### config.mk
export PLATFORM = sky130hd
export DESIGN_NAME = data_mem_arbiter
export DESIGN_NICKNAME = d
export VERILOG_FILES = /design/src/rtl/data_mem_arbiter.sv
export SDC_FILE = /design/constraint.sdc
export NUM_CORES = 1
export LEC_CHECK = 0
export BUFFER_PORTS_ARGS = -buffer_cell sky130_fd_sc_hd__buf_2
export CAP_MARGIN = 20
export CORE_MARGIN = 4
export CORE_UTILIZATION = 30
export DETAILED_ROUTE_END_ITERATION = 16
export PLACE_DENSITY = 0.85
export SLEW_MARGIN = 40
export SYNTH_ARGS = -nofsm -noshare
export SYNTH_HDL_FRONTEND = slang
export SYNTH_SLANG_ARGS = --single-unit
### constraint.sdc
create_clock -name clk -period 2.3 [get_ports clk]
set_clock_uncertainty 0.15 [all_clocks]
set_input_delay 0.115 -clock clk [delete_from_list [all_inputs] [get_ports clk]]
set_output_delay 0.115 -clock clk [all_outputs]
set_load 0.01 [all_outputs]
### src/rtl/data_mem_arbiter.sv
`default_nettype none
// ============================================================================
// Module      : data_mem_arbiter
// Description : Round-robin CPU/GPU read arbiter for the data bsram with
//               bounded GPU bursts; the CPU write port passes straight through.
// Revision    : 1.0 - initial release
// ============================================================================
module data_mem_arbiter #(
    parameter int DATA_WIDTH = 13,
    parameter int MAX_BURST  = 8
) (
    input  logic                  clk,
    input  logic                  reset,
    input  logic                  cpu_rd_req,
    input  logic [DATA_WIDTH-1:0] cpu_rd_addr,
    output logic                  cpu_stall,
    output logic                  cpu_rd_valid,
    output logic [15:0]           cpu_rd_data,
    input  logic                  cpu_we,
    input  logic [DATA_WIDTH-1:0] cpu_wr_addr,
    input  logic [15:0]           cpu_wr_data,
    input  logic                  gpu_req,
    input  logic [DATA_WIDTH-1:0] gpu_addr,
    output logic                  gpu_grant,
    output logic                  gpu_rd_valid,
    output logic [15:0]           gpu_rd_data,
    output logic [DATA_WIDTH-1:0] mem_din_addr,
    input  logic [15:0]           mem_din,
    output logic                  mem_dout_we,
    output logic [DATA_WIDTH-1:0] mem_dout_addr,
    output logic [15:0]           mem_dout
);

    localparam int                 c_CNT_W = $clog2(MAX_BURST + 1);
    localparam logic [c_CNT_W-1:0] c_MAX   = c_CNT_W'(MAX_BURST);
    localparam logic [c_CNT_W-1:0] c_ONE   = c_CNT_W'(1);

    localparam logic [1:0] c_IDLE = 2'd0;
    localparam logic [1:0] c_CPU  = 2'd1;
    localparam logic [1:0] c_GPU  = 2'd2;

    logic [1:0]         r_owner;
    logic [1:0]         w_owner_nxt;
    logic [c_CNT_W-1:0] r_burst_cnt;
    logic [c_CNT_W-1:0] w_burst_cnt_nxt;
    logic               r_last_gpu;
    logic               w_last_gpu_nxt;
    logic               r_cpu_rd_valid;
    logic               r_gpu_rd_valid;
    logic               w_grant_cpu;
    logic               w_grant_gpu;

    // State register
    always_ff @(posedge clk or negedge reset) begin
        if (!reset) begin
            r_owner        <= c_IDLE;
            r_burst_cnt    <= '0;
            r_last_gpu     <= 1'b0;
            r_cpu_rd_valid <= 1'b0;
            r_gpu_rd_valid <= 1'b0;
        end else begin
            r_owner        <= w_owner_nxt;
            r_burst_cnt    <= w_burst_cnt_nxt;
            r_last_gpu     <= w_last_gpu_nxt;
            r_cpu_rd_valid <= w_grant_cpu;
            r_gpu_rd_valid <= w_grant_gpu;
        end
    end

    // Grant decision and next-state
    always_comb begin
        w_grant_cpu     = 1'b0;
        w_grant_gpu     = 1'b0;
        w_owner_nxt     = r_owner;
        w_burst_cnt_nxt = r_burst_cnt;
        w_last_gpu_nxt  = r_last_gpu;

        if (cpu_rd_req && gpu_req) begin
            // A running GPU burst keeps the port until the cap; otherwise alternate.
            if (r_owner == c_GPU) begin
                w_grant_gpu = (r_burst_cnt < c_MAX);
            end else begin
                w_grant_gpu = !r_last_gpu;
            end
            w_grant_cpu = !w_grant_gpu;
        end else begin
            w_grant_gpu = gpu_req;
            w_grant_cpu = cpu_rd_req;
        end

        if (w_grant_cpu) begin
            w_owner_nxt     = c_CPU;
            w_burst_cnt_nxt = '0;
            w_last_gpu_nxt  = 1'b0;
        end else if (w_grant_gpu) begin
            w_owner_nxt     = c_GPU;
            w_last_gpu_nxt  = 1'b1;
            w_burst_cnt_nxt = (r_burst_cnt == c_MAX) ? r_burst_cnt : r_burst_cnt + c_ONE;
        end else begin
            w_owner_nxt     = c_IDLE;
            w_burst_cnt_nxt = '0;
        end
    end

    // Outputs
    always_comb begin
        gpu_grant     = w_grant_gpu;
        cpu_stall     = cpu_rd_req & ~w_grant_cpu;
        mem_din_addr  = w_grant_gpu ? gpu_addr : cpu_rd_addr;
        cpu_rd_valid  = r_cpu_rd_valid;
        gpu_rd_valid  = r_gpu_rd_valid;
        cpu_rd_data   = mem_din;
        gpu_rd_data   = mem_din;
        mem_dout_we   = cpu_we;
        mem_dout_addr = cpu_wr_addr;
        mem_dout      = cpu_wr_data;
    end

endmodule
`default_nettype wire

==> impl_metrics.py <==
metrics = {
    "sta": {
        "slew_headroom": 0.728,
        "fin_crit_sh": 0.951,
        "setup_ws_ns": 0.112,
        "fin_tns_setup_ns": 0,
        "fmax_mhz": 457,
        "setup_viol": 0,
        "slew_viol_final": 0,
        "hold_viol": 0,
        "period_needed_ns": 2.19,
        "rsz0062_at_grt": "false",
        "worst_pin_slew_ns": 0.407,
    },
    "detailed_routing": {
        "finalWirelength_um": 1700,
        "met1_length_um": 611,
        "drt_iter0_drc": 19,
        "avgViaCountPerCell": 3.94,
        "dr.max_layer_used": "met4",
        "met2_length_um": 814,
        "wl_per_cell_um": 11.5,
        "vias": 583,
        "drtPass1Iterations": 4,
        "ant_nets": 0,
        "wl_met3_um": 223,
        "drcViolationCount": 0,
    },
    "synthesis": {
        "syn_inst": 113,
        "synth_edf_count": 0,
        "syn-num-nets": 191,
        "synthTopCellsByCount": "62 x buf_4, 9 x mux2_2, 8 x dfrtp_1, 5 x inv_1, 5 x nor2_1",
        "netlist_area_um2": 1040,
        "async_flop_share": 1.00,
        "synth_cell_types": 22,
        "yosys_warnings": 0,
        "synthTopCellsByArea": "buf_4 45%, dfrtp_1 19%, mux2_2 9.8%",
        "ys_ff_latch": 8,
        "yosys.area.top_type_share": 0.449,
        "synth_ff_type": "dfrtp_1",
        "yosysMostFrequentCell": "buf_4",
        "syn_area_per_cell_um2": 9.17,
        "synth-seq-area-share": 0.193,
        "synth.largest_area_cell": "buf_4",
    },
    "layout": {
        "nets": 182,
        "final_cell_area_um2": 910,
        "diodes": 0,
        "area_growth_pct": -12.2,
        "seqCellArea_um2": 200,
        "final_layout_size_suffix_gt1_frac": 0.647,
        "post-route-util": 0.273,
        "nFillCells": 372,
        "multi_input_area_um2": 337,
    },
    "critical_path": {
        "worstSetupStartpointType": "input pin",
        "r2r-start": "r_owner[1]$_DFF_PN0_",
        "endpoint_kind": "output pin",
        "crit_type": "input pin to output pin",
        "crit_fanout": 14,
        "worst_ep_arrival_time_ns": 1.92,
        "critPathLaunch": "cpu_rd_req",
        "rr_worst_depth": 4,
        "cp.required_ns": 2.04,
    },
    "cts": {
        "cts_max_level": 1,
        "clock_tree.buffer_depth": 2,
        "cts_setup_buffers": 0,
        "cts_tree": "built",
        "cts-buffers-inserted": 3,
        "root_buffer": "clkbuf_4",
        "worstSkewPairLatency_ns": 0.25,
        "clk_pin_slew_ns": 0.05,
        "cts_sinks": 8,
    },
    "floorplanning": {
        "io_pins": 155,
        "core_area_um2": 3340,
        "dieHeight_um": 66.8,
        "die-width_um": 66.8,
        "dieArea_um2": 4460,
        "start_util": 0.310,
        "rows": 21,
    },
    "worst_hold_path": {
        "whs_path_depth": 3,
        "hp-class": "input pin to flip-flop",
        "hold_start": "gpu_req",
    },
    "placed_design": {
        "gp_congestion": 0.652,
        "post-place-ws_ns": 0.436,
        "io_buffers": 46,
        "placed_cell_area_um2": 867,
        "dp_hpwl_um": 1420,
    },
    "global_routing": {
        "antenna_found_initial": 0,
        "grt_start_max_net_pins": 15,
        "grt_pass1_vias": 568,
        "overflow": 0,
        "grt_first_pass_wirelength_um": 2510,
        "grtUsageTotal": 0.0762,
    },
    "power_and_ir_drop": {
        "p_total_mw": 0.415,
        "ir_worst_vdd_mv": 0.128,
        "cellPowerDensity_nw_per_um2": 457,
        "p_leak_nw": 0.475,
    },
    "outcome": {
        "status": "completed",
    },
    "flow_run": {
        "maxCapViolCount": 0,
    },
}
-- layout by cell type, fill, tap and decap left out, drive strengths merged --
master	n
mux2i	1
mux2	13
ha	2
clkbuf	3
nand4b	1
nand3b	3
and2	1
inv	6
nor2b	1
xor2	1
dfrtp	8
a21oi	2
nand2	1
o211ai	1
nand3	1
buf	47
xnor2	1
nand2b	1
dlygate4sd3	2
o311ai	1
nor2	5
-- registers in the layout, summed over array words and instances, names as in the netlist --
signal and flops:
gpu_rd_valid 1, r_burst_cnt 4, r_last_gpu 1, r_owner 2
-- final cells by class --
cell class,instances,share of cell area
Clock buffer,3,0.0248
Sequential cell,8,0.220
Tap cell,46,0.0633
Multi-Input combinational cell,36,0.370
Inverter,6,0.0248
Timing Repair Buffer,49,0.297
-- per-stage QoR --
step	instances	hold slack (ns)
after detailed placement	143	-0.177
after CTS	148	0.0255
after global routing	148	0.0489
final	148	0.0330
after global placement	143	-0.186
after floorplan	113	-0.331
-- report_power, final --
part	internal, mW	leakage [nW]	switching (mW)
logic	0.0833	0.359	0.0664
registers	0.152	0.102	0.00815
clock network	0.0596	0.0138	0.0458
-- what timing repair did --
item,CTS,global route
hold buffers,2,0
setup endpoints to repair,0,5
endpoints found under the hold margin,9,0
gates resized for setup,0,0
-- worst paths after layout --
| path | endpoint | slack [ns] |
|---|---|---|
| max | mem_din_addr[6] | 0.11 |
| min | r_last_gpu$_DFFE_PN0P_ | 0.03 |
| max reg2reg | gpu_rd_valid$_DFF_PN0_ | 0.83 |
| min reg2reg | r_last_gpu$_DFFE_PN0P_ | 0.39 |
| max in group asynchronous | r_burst_cnt[0]$_DFFE_PN0P_ | 1.74 |
| min in group asynchronous | r_owner[0]$_DFF_PN0_ | 0.08 |
-- critical path, stage by stage --
cell,delay (ns)
dlygate4sd3_1,0.51
buf_2,0.14
inv_2,0.06
o311ai_4,0.41
buf_12,0.21
mux2_2,0.33
buf_2,0.14
-- kinds of logic after synthesis --
kind of cell    share of synthesized area
buf+inv                             0.482
mux                                 0.165
simple gates                       0.0761
flops                               0.193
compound gates                     0.0423
xor+xnor                           0.0169
fa+ha+maj                          0.0242
-- per-layer routing --
layer | GRT usage | vias up
met5 | 0 | -
met4 | 0.0584 | 0
met3 | 0.0573 | 10
met2 | 0.101 | 36
met1 | 0.0794 | 259
li1 | - | 278
Power figures use the tool's default switching activity.
